<file path="src/rtl/kyber_ctrl_pkg.sv">
// Shared control constants for the Kyber datapath: cstate encodings, BRAM
// channel indices and the default cstate-to-channel owner map.
package kyber_ctrl_pkg;

  localparam int unsigned KC_ST_W  = 4;
  localparam int unsigned KC_CH_W  = 3;
  localparam int unsigned KC_NCH   = 4;
  localparam int unsigned KC_MAP_W = (2**KC_ST_W) * KC_CH_W;

  localparam logic [KC_ST_W-1:0] ST_IDLE   = 4'd0;
  localparam logic [KC_ST_W-1:0] ST_UNPACK = 4'd1;
  localparam logic [KC_ST_W-1:0] ST_HASH   = 4'd2;
  localparam logic [KC_ST_W-1:0] ST_NTT    = 4'd3;
  localparam logic [KC_ST_W-1:0] ST_PACC   = 4'd4;
  localparam logic [KC_ST_W-1:0] ST_INTT   = 4'd5;
  localparam logic [KC_ST_W-1:0] ST_ADD    = 4'd6;
  localparam logic [KC_ST_W-1:0] ST_REDUCE = 4'd7;
  localparam logic [KC_ST_W-1:0] ST_PACK   = 4'd8;

  localparam logic [KC_CH_W-1:0] CH_ATG  = 3'd0;
  localparam logic [KC_CH_W-1:0] CH_PACC = 3'd1;
  localparam logic [KC_CH_W-1:0] CH_INTT = 3'd2;
  localparam logic [KC_CH_W-1:0] CH_NONE = KC_CH_W'(KC_NCH);

  // Flattened owner map: Hash->AtG, PAcc->PAcc, INTT->INTT, everything else unowned.
  function automatic logic [KC_MAP_W-1:0] build_owner_map();
    logic [KC_MAP_W-1:0] m;
    m = '0;
    for (int s = 0; s < (2**KC_ST_W); s++) m[s*KC_CH_W +: KC_CH_W] = CH_NONE;
    m[int'(ST_HASH)*KC_CH_W +: KC_CH_W] = CH_ATG;
    m[int'(ST_PACC)*KC_CH_W +: KC_CH_W] = CH_PACC;
    m[int'(ST_INTT)*KC_CH_W +: KC_CH_W] = CH_INTT;
    return m;
  endfunction

endpackage

</file>
<file path="src/rtl/bram_rd_tag_pipe.sv">
// RLAT-deep shift pipeline carrying {valid, channel id} alongside BRAM reads,
// so the read return can be steered back to the issuing channel.
module bram_rd_tag_pipe #(
  parameter int unsigned RLAT = 1,
  parameter int unsigned CH_W = 3
) (
  input  logic            clk,
  input  logic            rst_n,
  input  logic            push,
  input  logic [CH_W-1:0] push_id,
  output logic            tail_valid,
  output logic [CH_W-1:0] tail_id,
  output logic            empty_c
);

  logic [RLAT-1:0]           valid_q;
  logic [RLAT-1:0][CH_W-1:0] id_q;

  always_ff @(posedge clk or negedge rst_n) begin
    if (!rst_n) begin
      valid_q <= '0;
      id_q    <= '0;
    end else begin
      valid_q[0] <= push;
      id_q[0]    <= push ? push_id : '0;
      for (int i = 1; i < RLAT; i++) begin
        valid_q[i] <= valid_q[i-1];
        id_q[i]    <= id_q[i-1];
      end
    end
  end

  assign tail_valid = valid_q[RLAT-1];
  assign tail_id    = id_q[RLAT-1];
  assign empty_c    = ~|valid_q;

endmodule

</file>
<file path="src/rtl/bram_port_arbiter.sv">
// Registered BRAM port arbiter: forwards the cstate-selected owner's requests,
// tags read returns, drains in-flight reads on hand-over, flags non-owner access.
module bram_port_arbiter
  import kyber_ctrl_pkg::*;
#(
  parameter int unsigned NCH  = 4,
  parameter int unsigned CH_W = 3,
  parameter int unsigned ST_W = 4,
  parameter int unsigned AW   = 8,
  parameter int unsigned DW   = 128,
  parameter int unsigned RLAT = 1,
  parameter logic [(2**ST_W)*CH_W-1:0] OWNER_MAP = {(2**ST_W){CH_W'(NCH)}}
) (
  input  logic              clk,
  input  logic              rst_n,
  input  logic [ST_W-1:0]   cstate,
  input  logic [NCH-1:0]    ch_wen,
  input  logic [NCH*AW-1:0] ch_waddr,
  input  logic [NCH*DW-1:0] ch_wdata,
  input  logic [NCH-1:0]    ch_ren,
  input  logic [NCH*AW-1:0] ch_raddr,
  output logic [DW-1:0]     ch_rdata,
  output logic [NCH-1:0]    ch_rvalid,
  output logic              bram_wen,
  output logic [AW-1:0]     bram_waddr,
  output logic [DW-1:0]     bram_wdata,
  output logic              bram_ren,
  output logic [AW-1:0]     bram_raddr,
  input  logic [DW-1:0]     bram_rdata,
  output logic [CH_W-1:0]   owner,
  output logic              busy,
  output logic              err,
  output logic [CH_W-1:0]   err_ch,
  input  logic              err_clr
);

  localparam logic [CH_W-1:0] NONE    = CH_W'(NCH);
  localparam logic [0:0]      S_OWN   = 1'b0;
  localparam logic [0:0]      S_DRAIN = 1'b1;

  logic [0:0]      state_q, state_d;
  logic [CH_W-1:0] owner_q, owner_d;
  logic            busy_q, busy_d;
  logic [CH_W-1:0] tgt_raw_c, tgt_c;
  logic            fwd_c;
  logic [NCH-1:0]  owner_oh_c, viol_c, rvalid_c;
  logic            wen_c, ren_c;
  logic [AW-1:0]   waddr_c, raddr_c;
  logic [DW-1:0]   wdata_c;
  logic [CH_W-1:0] viol_lo_c;
  logic            pipe_empty_c, tail_valid;
  logic [CH_W-1:0] tail_id;

  assign tgt_raw_c = OWNER_MAP[cstate*CH_W +: CH_W];
  assign tgt_c     = (tgt_raw_c >= NONE) ? NONE : tgt_raw_c;

  // Owner request mux; forwarding stops the same cycle the target moves away.
  always_comb begin
    owner_oh_c = '0;
    wen_c      = 1'b0;
    ren_c      = 1'b0;
    waddr_c    = '0;
    raddr_c    = '0;
    wdata_c    = '0;
    fwd_c      = (state_q == S_OWN) && (owner_q < NONE) && (tgt_c == owner_q);
    for (int i = 0; i < NCH; i++) begin
      if (owner_q == CH_W'(i)) owner_oh_c[i] = 1'b1;
    end
    for (int i = 0; i < NCH; i++) begin
      if (fwd_c && owner_oh_c[i]) begin
        wen_c   = ch_wen[i];
        ren_c   = ch_ren[i];
        waddr_c = ch_wen[i] ? ch_waddr[i*AW +: AW] : '0;
        wdata_c = ch_wen[i] ? ch_wdata[i*DW +: DW] : '0;
        raddr_c = ch_ren[i] ? ch_raddr[i*AW +: AW] : '0;
      end
    end
  end

  assign viol_c = (ch_wen | ch_ren) & ~(fwd_c ? owner_oh_c : '0);

  always_comb begin
    viol_lo_c = '0;
    for (int i = NCH - 1; i >= 0; i--) begin
      if (viol_c[i]) viol_lo_c = CH_W'(i);
    end
  end

  always_comb begin
    rvalid_c = '0;
    for (int i = 0; i < NCH; i++) begin
      if (tail_valid && (tail_id == CH_W'(i))) rvalid_c[i] = 1'b1;
    end
  end

  // Hand-over FSM: the latest target is sampled at switch time.
  always_comb begin
    state_d = state_q;
    owner_d = owner_q;
    busy_d  = busy_q;
    case (state_q)
      S_OWN: begin
        if (tgt_c != owner_q) begin
          state_d = S_DRAIN;
          busy_d  = 1'b1;
        end
      end
      S_DRAIN: begin
        if (pipe_empty_c) begin
          state_d = S_OWN;
          owner_d = tgt_c;
          busy_d  = 1'b0;
        end
      end
      default: state_d = S_OWN;
    endcase
  end

  always_ff @(posedge clk or negedge rst_n) begin
    if (!rst_n) begin
      state_q <= S_OWN;
      owner_q <= NONE;
      busy_q  <= 1'b0;
    end else begin
      state_q <= state_d;
      owner_q <= owner_d;
      busy_q  <= busy_d;
    end
  end

  always_ff @(posedge clk or negedge rst_n) begin
    if (!rst_n) begin
      bram_wen   <= 1'b0;
      bram_waddr <= '0;
      bram_wdata <= '0;
      bram_ren   <= 1'b0;
      bram_raddr <= '0;
      ch_rvalid  <= '0;
      err        <= 1'b0;
      err_ch     <= '0;
    end else begin
      bram_wen   <= wen_c;
      bram_waddr <= waddr_c;
      bram_wdata <= wdata_c;
      bram_ren   <= ren_c;
      bram_raddr <= raddr_c;
      ch_rvalid  <= rvalid_c;
      // A fresh violation beats a simultaneous clear.
      if (|viol_c) begin
        err <= 1'b1;
        if (!err || err_clr) err_ch <= viol_lo_c;
      end else if (err_clr) begin
        err    <= 1'b0;
        err_ch <= '0;
      end
    end
  end

  bram_rd_tag_pipe #(
    .RLAT (RLAT),
    .CH_W (CH_W)
  ) u_tag_pipe (
    .clk        (clk),
    .rst_n      (rst_n),
    .push       (ren_c),
    .push_id    (owner_q),
    .tail_valid (tail_valid),
    .tail_id    (tail_id),
    .empty_c    (pipe_empty_c)
  );

  assign ch_rdata = bram_rdata;
  assign owner    = owner_q;
  assign busy     = busy_q;

endmodule

</file>
<file path="config.mk">
export PLATFORM = sky130hd
export DESIGN_NAME = bram_port_arbiter
export DESIGN_NICKNAME = d
export VERILOG_FILES = /design/src/rtl/kyber_ctrl_pkg.sv /design/src/rtl/bram_rd_tag_pipe.sv /design/src/rtl/bram_port_arbiter.sv
export SDC_FILE = /design/constraint.sdc
export NUM_CORES = 1
export LEC_CHECK = 0
export ABC_CLOCK_PERIOD_IN_PS = 1900
export BUFFER_PORTS_ARGS = -buffer_cell sky130_fd_sc_hd__buf_2
export CELL_PAD_IN_SITES_DETAIL_PLACEMENT = 0
export CELL_PAD_IN_SITES_GLOBAL_PLACEMENT = 1
export CORE_AREA = 2 2 397 399
export CTS_CLUSTER_SIZE = 30
export DETAILED_ROUTE_END_ITERATION = 8
export DIE_AREA = 0 0 399 401
export GPL_TIMING_DRIVEN = 0
export PLACE_DENSITY = 0.36
export SYNTH_ARGS = -nofsm -noshare
export SYNTH_HDL_FRONTEND = slang
export SYNTH_SLANG_ARGS = --single-unit
</file>
<file path="constraint.sdc">
create_clock -name clk -period 1.9 [get_ports clk]
set_clock_uncertainty 0.05 [all_clocks]
set_input_delay 0.38 -clock clk [delete_from_list [all_inputs] [get_ports clk]]
set_output_delay 0.38 -clock clk [all_outputs]
set_load 0.02 [all_outputs]
</file>
# Word level (Yosys, flattened, before mapping)
# Cells that the tools add are included.
[totals] regBits=162 wordCells=109
[op_classes] mul=1 magnitude_cmp=2 eq_ne=11 shift=1 muxes=58 bitwise=5 reduce_logical=19
[op_table] cell="two-way mux 128 bit" n=8
[op_table] cell="two-way mux 8 bit" n=16
[op_table] cell="variable part select 48 x 7 -> 3 bit (first input constant)" n=1
[op_table] cell="two-way mux 3 bit" n=8
[op_table] cell="two-way mux 1 bit" n=22
[op_table] cell="equality test 3 x 2 -> 1 bit (second input constant)" n=4
[op_table] cell="logical AND 1 bit" n=10
[op_table] cell="equality test 3 x 1 -> 1 bit (second input constant)" n=2
[op_table] cell="zero test 3 bit" n=2
[op_table] cell="multiplier 4 x 2 -> 6 bit (second input constant)" n=1
[op_table] cell="AND reduction 2 bit" n=3
[op_table] cell="AND 4 bit" n=1
[op_table] cell="two-way mux 4 bit" n=1
[op_table] cell="!= test 2 x 1 -> 1 bit (second input constant)" n=2
[op_table] cell="inverter 4 bit" n=1
[op_table] cell="bitwise OR 4 bit" n=1
[op_table] cell="case mux 1 bit (2 select lines)" n=2
[op_table] cell="OR reduction 4 bit" n=1
[op_table] cell="equality test 3 bit" n=1
[op_table] cell=">= comparator 3 bit (second input constant)" n=1
[op_table] cell="< comparator 3 bit (second input constant)" n=1
[op_table] cell="!= test 3 bit" n=1
[op_table] cell="two-way mux 2 bit" n=1
[op_table] cell="!= test 2 bit (second input constant)" n=1
[op_table] cell="4 further kinds" n=5

# Longest topological paths before layout
# Gate-level depths: netlist of the first run.
[logic_depth] ltp_word=15 ltp_mapped=3 ltp_nobuf=3

# Hierarchy
# A second synthesis of the first run with hierarchy kept.
[unflattened] hier_cells=321 area_unflattened_um2=2618.8
[modules_own_cells] mod="bram_port_arbiter" instances=1 cells_per_inst=313 area_each_um2=2496.1 seq_area_each_um2=225.2
[modules_own_cells] mod="bram_rd_tag_pipe" instances=1 cells_per_inst=8 area_each_um2=122.6 seq_area_each_um2=100.1

# Worst setup path before layout of the first run
# OpenSTA, ideal clock, no wires.
[synth_timing] path_kind="input -> register" start="input port ch_ren[1]" end="register err_ch[0]" setup_ns=0.096 arrival_time_ns=0.961 t_required_ns=1.754 setup_slack_ns=0.794 cell_stages=3 n_path_buf=0 path_cell_list="nor4_4 a21oi_2 o32ai_2"
[synth_via] elab_chain_len=6 elab_cells_between_ends=10
[synth_rtl] element="start: declaration" line="bram_port_arbiter.sv:20" rtl="input logic [NCH-1:0] ch_ren,"
[synth_rtl] element="bitwise OR 4 bit (*)" line="bram_port_arbiter.sv:80" rtl="assign viol_c = (ch_wen | ch_ren) & ~(fwd_c ? owner_oh_c : '0);"
[synth_rtl] element="AND 4 bit (*)" line="bram_port_arbiter.sv:80"
[synth_rtl] element="two-way mux 3 bit (2 in series)" line="bram_port_arbiter.sv:85" rtl="if (viol_c[i]) viol_lo_c = CH_W'(i);"
[synth_rtl] element="two-way mux 3 bit" line="bram_port_arbiter.sv:151" rtl="if (!err || err_clr) err_ch <= viol_lo_c;"
[synth_rtl] element="two-way mux 3 bit" line="bram_port_arbiter.sv:149" rtl="if (|viol_c) begin"
[synth_rtl] element="end signal: assignment" line="bram_port_arbiter.sv:151"
[synth_rtl] element="end: declaration" line="bram_port_arbiter.sv:33" rtl="output logic [CH_W-1:0] err_ch,"
# Mark *: on every way between the ends. The rest lies on a longest branch, timed or not. The select of a mux whose other input is x is not followed.
# A chain may end at the register's enable or synchronous reset.

# Worst setup path in the final report of the first run
[layout_timing] start="register err" end="output port err"
[layout_lines] element="start: declaration" line="bram_port_arbiter.sv:32" rtl="output logic err,"
[layout_lines] element="start signal: assignment" line="bram_port_arbiter.sv:139" rtl="err <= 1'b0;"
[layout_lines] element="start signal: assignment" line="bram_port_arbiter.sv:150" rtl="err <= 1'b1;"
[layout_lines] element="start signal: assignment" line="bram_port_arbiter.sv:153" rtl="err <= 1'b0;"
# No word-level cell between the ends.

==> results of run 1 <==
==> placed cells by master, fill, tap and decap left out, drive strengths merged <==
master | Yosys | layout
nand2 | 2 | 2
nor4 | 2 | 2
nor2 | 3 | 3
dlygate4sd3 | 0 | 1
nand3 | 1 | 1
conb | 2 | 155
nand2b | 1 | 1
nor2b | 1 | 1
dfrtp | 3 | 3
o21ai | 2 | 2
a21oi | 1 | 1
o31a | 1 | 1
buf | 283 | 424
o32ai | 1 | 1
clkbuf | 0 | 4
inv | 1 | 1
==> cells in the mapped netlist <==
library cell | number | area (sq um)
a21oi_2 | 1 | 8.76
buf_4 | 283 | 2120
conb_1 | 2 | 7.51
dfrtp_1 | 3 | 75.1
inv_1 | 1 | 3.75
nand2_1 | 2 | 7.51
nand2b_1 | 1 | 6.26
nand3_1 | 1 | 5.00
nor2_1 | 3 | 11.3
nor2b_1 | 1 | 6.26
nor4_4 | 2 | 42.5
o21ai_0 | 1 | 5.00
o21ai_1 | 1 | 5.00
o31a_1 | 1 | 8.76
o32ai_2 | 1 | 16.3
==> worst register-to-register path: stages (launching register included) <==
cell,delay (ps)
dfrtp_1,400
nand2b_1,120
nand2_1,80
o32ai_2,120
==> sequential cells by signal, indices dropped and copies added (netlist names) <==
| register | cells |
|---|---|
| err | 1 |
| err_ch | 2 |
==> kinds of logic (layout without fill, tap and decap cells) <==
logic type | count (synthesis) | in the layout | synth area share, %
flip-flops | 3 | 3 | 3.22
buffers and inverters | 284 | 430 | 91.2
other | 2 | 155 | 0.322
AO/OA/AOI/OAI | 5 | 5 | 1.88
AND/OR/NAND/NOR | 10 | 10 | 3.38
==> report_power, final <==
| part | internal, mW | switching (mW) |
|---|---|---|
| Combinational | 0.488 | 0.609 |
| Sequential | 0.0668 | 0.00104 |
| Clock | 0.277 | 0.0590 |
==> metal layers <==
metal | global-route usage [%] | vias up | wire (microns)
met3 | 0.333 | 14 | 1630
li1 | - | 1083 | -
met1 | 0.354 | 760 | 1530
met5 | 0 | - | 37
met2 | 1.79 | 314 | 4140
met4 | 0.119 | 6 | 60
==> path summary, 6_finish.rpt <==
kind / endpoint / slack [ps] / depth (start not counted)
hold reg to reg: err_ch[0]$_DFFE_PN0P_ / 500 / 2
setup / recovery: err / 670 / 1
max in group asynchronous: err$_DFFE_PN0P_ / 1250 / 2
hold / removal: err_ch[0]$_DFFE_PN0P_ / 350 / 2
setup reg to reg: err_ch[0]$_DFFE_PN0P_ / 1040 / 3
min in group asynchronous: err_ch[1]$_DFFE_PN0P_ / 450 / 2
==> layout make-up <==
class / count / share of cell area (%)
buffer: 283 / 33.8
clock buffer: 4 / 1.26
inverter: 1 / 0.0598
multi-input combinational: 170 / 11.2
sequential: 3 / 1.20
tap: 2058 / 41.0
timing repair buffer: 142 / 11.4
==> timing repair <==
action	in CTS	in global routing
endpoints found under the setup margin	0	0
hold buffers	1	0
setup buffers	0	0
endpoints found under the hold margin	3	0
==> impl_metrics.yaml, run 1 <==
drt:
  avgRoutedWirePerCell_microns: 2.78
  first_pass_iters: 2
  drc: 0
  vias: 2177
  ant_nets: 0
  vias_per_cell: 0.818
  drt-initial-drc-count: 19
  drt-total-wl_microns: 7400
place:
  pre_cts_ws_ps: 536
  place_area_sq_um: 6190
  place_congestion: 0.663
  place.detailed.hpwl_microns: 7140
  placed_cells: 2656
  port-buffer-count: 141
cts:
  post_cts_resized: 0
  cts_max_level: 1
  cts.sinks: 3
  cts_inserted_buffers: 3
  clockRootBuffer: "clkbuf_16"
  cts_buffer_depth: 2
  insertion_delay_ps: 220
  path_clk_slew_ps: 30
  cts_tree: "yes"
timing:
  slew_viol_final: 0
  timing.hold.ws_ps: 351
  rsz0062_at_grt: "false"
  fin_crit_ps: 1230
  finalHoldViolCount: 0
  fmax_mhz: 816
  finalSetupViolCount: 0
  fin_crit_sh_pct: 64.5
  setup_ws_ps: 674
  finalSetupTns_ps: 0
hold_path:
  hold_start: "err_clr"
  hold_class: "input pin to register"
floorplanning:
  ioPinCount: 1005
  start_util_pct: 1.50
  die_area_sq_um: 160000
  fp.dieH_microns: 401
  rows: 145
  die_w_microns: 399
  coreArea_sq_um: 156000
finish:
  regArea_sq_um: 75.1
  nFillCells: 18555
  instances_no_fill: 2661
  multi_input_area_sq_um: 704
  drive_above_1_share_pct: 71.5
  antennaDiodeCount: 0
  design_area_sq_um: 6280
  area_delta_synth_final_pct: 169
  finalNetCount: 1323
  finish.utilization_pct: 4.03
critical_path:
  worstPathMaxFanout: 4
  path_class: "register to primary output"
  cp_slowest_cell: "dfrtp_1"
  cp.required_ps: 1470
  cp.buffers_inverters: 1
  cp.arrival_ps: 800
  cp-start-kind: "register"
  worstSetupEndpointType: "primary output"
  reg2reg_from: "err$_DFFE_PN0P_"
  path_cells: "buf_2"
  startpoint: "err$_DFFE_PN0P_"
  max_stage_delay_ps: 400
  cp_top_family: "flip-flops"
synth:
  synth.yosys.seq_area_share_pct: 3.22
  ys.warnings.count: 0
  synth_seq_cells: 3
  syn-cell-area_sq_um: 2330
  synth.distinct_cells: 15
  syn_avg_cell_area_sq_um: 7.68
  netlist_instances: 304
global_routing:
  grt_pass1_wl_microns: 8490
  grt-ovfl-total: 0
  antenna_found_initial: 4
  grt_usage_pct: 0.713
  grt_pass1_vias: 1657
  grt_max_degree: 5
power_and_ir_drop:
  vdd_ir_drop_max_v: 0.000198
  leakage_nw: 2.63
  finalPower_mw: 1.50
  power_density_nw_per_um2: 239
status:
  outcome: "finished clean"
flow_run:
  drv_cap: 0
(Power assumes the default switching activity.)
==> run 2, diff against run 1 <==
ABC_CLOCK_PERIOD_IN_PS = 1080   (was 1900)
clock period = 1.08 ns   (was 1.9 ns; I/O delays follow)
==> impl_metrics.yaml, run 2 (same netlist as run 1, synthesis figures left out) <==
hold_path:
  hold_class: "input pin to register"
  hold_start: "err_clr"
cts:
  insertion_delay_ps: 220
  cts_inserted_buffers: 3
  cts.sinks: 3
  cts_max_level: 1
  cts_tree: "yes"
  post-cts-setup-buffers: 0
  path_clk_slew_ps: 30
  cts_buffer_depth: 2
  clockRootBuffer: "clkbuf_16"
timing:
  finalHoldViolCount: 0
  finalSetupViolCount: 0
  fin_crit_ps: 1050
  rsz0062_at_grt: "false"
  fmax_mhz: 953
  slew_viol_final: 0
  fin_crit_sh_pct: 97.1
  finalSetupTns_ps: 0
finish:
  drive_above_1_share_pct: 71.5
  nFillCells: 18553
  antennaDiodeCount: 0
  multi_input_area_sq_um: 704
  reg_top3: "err_ch x2, err x1"
  most-common-layout-cells: "283 x buf_4, 155 x conb_1, 140 x buf_2"
  final_common_cell: "buf_4"
  regArea_sq_um: 75.1
  largest-register: "err_ch"
  finalNetCount: 1323
  largest_register_ffs: 2
  design_area_sq_um: 6280
  area_delta_synth_final_pct: 169
place:
  place_area_sq_um: 6190
  place.detailed.hpwl_microns: 7140
  port-buffer-count: 141
  place_congestion: 0.663
critical_path:
  reg2reg_from: "err$_DFFE_PN0P_"
  cp.buffers_inverters: 1
  crit_end: "err"
  max_stage_delay_ps: 410
  path_cells: "buf_6"
  cp.arrival_ps: 780
  r2r_cells: 3
  cp_top_family: "flip-flops"
  worstSetupEndpointType: "primary output"
  r2r_setup_slack_ps: 200
  worstPathMaxFanout: 4
  crit_cells: 1
  cp.required_ps: 810
  path_class: "register to primary output"
  cp_slowest_cell: "dfrtp_1"
  reg2reg_to: "err_ch[0]$_DFFE_PN0P_"
  cp-start-kind: "register"
  startpoint: "err$_DFFE_PN0P_"
floorplanning:
  ioPinCount: 1005
  die_area_sq_um: 160000
  die_w_microns: 399
  coreArea_sq_um: 156000
  start_util_pct: 1.50
  rows: 145
  fp.dieH_microns: 401
global_routing:
  grt_pass1_vias: 1657
  antenna_found_initial: 4
  grt_pass1_wl_microns: 8490
  grt_usage_pct: 0.713
  grt_max_degree: 5
  grt-ovfl-total: 0
drt:
  first_pass_iters: 2
  drt-total-wl_microns: 7400
  vias_per_cell: 0.818
  vias: 2177
  drc: 0
  ant_nets: 0
  avgRoutedWirePerCell_microns: 2.78
  drt-initial-drc-count: 19
power_and_ir_drop:
  leakage_nw: 2.63
  vdd_ir_drop_max_v: 0.000349
  power_density_nw_per_um2: 420
flow_run:
  drv_cap: 0
status:
  outcome: "finished clean"
## run 2: changes by cell type in the layout (fill, tap and decap cells not counted)
cell | previous run | this run
buf_2 | 141 | 140
buf_6 | 0 | 1
## run 2: timing repair
| action | in CTS | in global routing |
|---|---|---|
| gates resized for setup | 0 | 2 |
| hold buffers | 1 | 0 |
| endpoints found under the setup margin | 0 | 1 |
| hold endpoints to repair | 3 | 0 |
## run 2: layout make-up
type                            instances  area share, %
Tap cell                             2058           41.0
Buffer                                283           33.8
Timing Repair Buffer                  142           11.5
Multi-Input combinational cell        170           11.2
Clock buffer                            4           1.25
Sequential cell                         3           1.19
Inverter                                1         0.0597
## run 2: worst min-delay path by stage
stage / endpoint / slack (ps) / depth (start not counted)
5_1_grt: err_ch[0]$_DFFE_PN0P_ / 200 / 2
6_report: err_ch[0]$_DFFE_PN0P_ / 190 / 2
3_5_place_dp: err_ch[0]$_DFFE_PN0P_ / -30 / 1
2_1_floorplan: err$_DFFE_PN0P_ / -130 / 0
3_3_place_gp: err_ch[0]$_DFFE_PN0P_ / -40 / 1
4_1_cts: err_ch[0]$_DFFE_PN0P_ / 190 / 2
## run 2: where the power goes
part	internal [mW]	leakage (nW)	switching, mW	total [mW]
clock network	0.487	0.0382	0.104	0.591
logic	0.859	2.56	1.07	1.93
registers	0.117	0.0357	0.00185	0.119
total	1.46	2.63	1.18	2.64
## run 2: layer usage
metal	routed length, microns	global-route usage (%)	up-vias
li1	-	-	1083
met1	1530	0.354	760
met2	4140	1.79	314
met3	1630	0.333	14
met4	60	0.119	6
met5	37	0	-
## run 2: through the flow
step,utilization [%],hold WS (ps),total power [mW],std cells,setup WS (ps)
global placement,3.98,-35.8,2.03,2656,-128
CTS,4.03,192,2.63,2661,4.30
detailed placement,3.98,-34.2,2.02,2656,-120
floorplan,-,-130,1.74,457,138
global route,4.04,204,2.79,2661,7.61
finish,4.04,187,2.64,2661,31.2
==> run 3, diff against run 2 <==
ABC_AREA = 1   (was default)
==> impl_metrics.yaml, run 3 <==
synth:
  synth.distinct_cells: 12
  ys.flop_type: "dfrtp_1"
  synth_area_leaders: "buf_4 91%, dfrtp_1 3.2%, nand2_1 1.1%, nor2_2 1.1%, nand2_2 0.80%"
  yosysMostFrequentCell: "buf_4"
  synth_seq_cells: 3
  yosys.area.top_type_share_pct: 91.0
  syn_avg_cell_area_sq_um: 7.48
  synth.yosys.seq_area_share_pct: 3.22
  ys.warnings.count: 0
  ys_async_sr_fraction_pct: 100
  netlist_instances: 312
  synthTopCellsByCount: "283 x buf_4, 7 x nand2_1, 4 x nor2_2"
  synth_area_leader_cell: "buf_4"
  synth-edff-count: 0
  syn-cell-area_sq_um: 2330
critical_path:
  cp-start-kind: "register"
  worstSetupEndpointType: "primary output"
  cp.arrival_ps: 780
  r2r_setup_slack_ps: 170
  reg2reg_to: "err_ch[0]$_DFFE_PN0P_"
  r2r_cells: 4
  worstPathMaxFanout: 2
  cp_slowest_cell: "dfrtp_1"
  max_stage_delay_ps: 390
  path_cells: "buf_4"
  cp.required_ps: 810
  cp.buffers_inverters: 1
  reg2reg_from: "err$_DFFE_PN0P_"
  path_class: "register to primary output"
  cp_top_family: "flip-flops"
cts:
  cts_max_level: 1
  cts.sinks: 3
  cts_buffer_depth: 2
  cts_tree: "yes"
  insertion_delay_ps: 220
  cts_inserted_buffers: 3
  clockRootBuffer: "clkbuf_16"
  path_clk_slew_ps: 30
timing:
  fmax_mhz: 955
  fin_crit_sh_pct: 97.0
  finalHoldViolCount: 0
  finalSetupViolCount: 0
  slew_viol_final: 0
  setup_ws_ps: 32.5
  rsz0062_at_grt: "false"
  fin_crit_ps: 1050
drt:
  drt-initial-drc-count: 15
  avgRoutedWirePerCell_microns: 2.39
  drc: 0
  vias_per_cell: 0.809
  drt-total-wl_microns: 6370
  vias: 2159
  ant_nets: 0
  first_pass_iters: 4
finish:
  area_delta_synth_final_pct: 170
  multi_input_area_sq_um: 697
  largest_register_ffs: 2
  most-common-layout-cells: "286 x buf_4, 155 x conb_1, 139 x buf_2, 7 x nand2_1, 4 x nor2_2"
  design_area_sq_um: 6290
  nFillCells: 18563
  largest-register: "err_ch"
  antennaDiodeCount: 0
  drive_above_1_share_pct: 71.2
  reg_top3: "err_ch x2, err x1"
  finish.utilization_pct: 4.04
  final_common_cell: "buf_4"
  instances_no_fill: 2670
  finalNetCount: 1332
  regArea_sq_um: 75.1
global_routing:
  grt.busiest_layer: "met2"
  grt_pass1_vias: 1539
  grt_pass1_wl_microns: 7050
  antenna_found_initial: 1
  grt_max_degree: 5
  gr-usage-met3_pct: 0.183
  met2_usage_pct: 1.40
  met1_usage_pct: 0.361
  grt-ovfl-total: 0
  grt_usage_pct: 0.573
place:
  placed_cells: 2664
  place.detailed.hpwl_microns: 6070
  pre_cts_ws_ps: 9.39
  port-buffer-count: 141
  place_area_sq_um: 6190
  place_congestion: 0.623
hold_path:
  hold_start: "ch_wen[0]"
  hold_class: "input pin to register"
  min_path_cells: 4
  worstHoldEndpoint: "err_ch[1]$_DFFE_PN0P_"
power_and_ir_drop:
  leakage_nw: 2.66
  vdd_ir_drop_max_v: 0.000316
  power_density_nw_per_um2: 418
floorplanning:
  die_area_sq_um: 160000
  die_w_microns: 399
  coreArea_sq_um: 156000
  rows: 145
  ioPinCount: 1005
  fp.dieH_microns: 401
  start_util_pct: 1.50
status:
  outcome: "finished clean"
flow_run:
  drv_cap: 0
[run 3: cell types whose count changed in the layout (fill, tap and decap cells not counted), moves of 2 or more]
| cell | delta |
|---|---|
| buf_4 | +3 |
| inv_1 | +2 |
| nand2_1 | +5 |
| nand2_2 | +3 |
| nand3_1 | +2 |
| nor2_1 | -3 |
| nor2_2 | +4 |
| nor4_4 | -2 |
[run 3: logic make-up (layout without fill, tap and decap cells)]
group	after synthesis	after routing	share of synthesized area, %
simple gates	19	19	4.40
compound gates	2	2	0.536
other cells	2	155	0.322
flops	3	3	3.22
buf+inv	286	433	91.5
[run 3: area by class of cell]
class	count	area share, %
Buffer	283	33.8
Multi-Input combinational cell	176	11.1
Timing Repair Buffer	143	11.6
Clock buffer	4	1.25
Tap cell	2058	40.9
Sequential cell	3	1.19
Inverter	3	0.179
[run 3: worst max-delay path by stage]
| stage | cells past startpoint | start | endpoint |
|---|---|---|---|
| after CTS | 1 | err_ch[0]$_DFFE_PN0P_ | err_ch[0] |
| after global placement | 7 | ch_ren[2] | err_ch[0]$_DFFE_PN0P_ |
| after floorplan | 4 | err$_DFFE_PN0P_ | err_ch[0]$_DFFE_PN0P_ |
| final | 1 | err_ch[0]$_DFFE_PN0P_ | err_ch[0] |
| after global routing | 1 | err_ch[0]$_DFFE_PN0P_ | err_ch[0] |
| after detailed placement | 7 | ch_ren[2] | err_ch[0]$_DFFE_PN0P_ |
[run 3: tightest hold or removal path, stage by stage]
cell,delay [ps]
buf_2,80
nor2_2,40
nand4_1,80
nand2_1,50
[run 3: metal layers]
layer,share of wire [%],wire length [microns],vias to the layer above
li1,-,-,1100
met1,25,1590,743
met2,53,3370,314
met3,22,1400,2
met4,0.13,8,0
met5,0,0,-
[run 3: power breakdown]
| group | leakage (nW) | internal [mW] | switching [mW] |
|---|---|---|---|
| logic | 2.58 | 0.860 | 1.06 |
| registers | 0.0357 | 0.118 | 0.00333 |
| clock network | 0.0382 | 0.487 | 0.0981 |
[run 3: stage by stage]
stage | hold slack [ps] | power (mW) | setup TNS, ps
finish | 248 | 2.63 | 0
global placement | -29.6 | 2.02 | -2.40
CTS | 252 | 2.61 | 0
global route | 260 | 2.78 | 0
detailed placement | -26.9 | 2.01 | 0
floorplan | -130 | 1.74 | 0
[run 3: what timing repair did]
item                                    in CTS  in global routing
endpoints found under the setup margin       1                  2
hold buffers                                 1                  0
hold endpoints to repair                     3                  0
resized for setup                            1                  2
buffers inserted                             0                  1
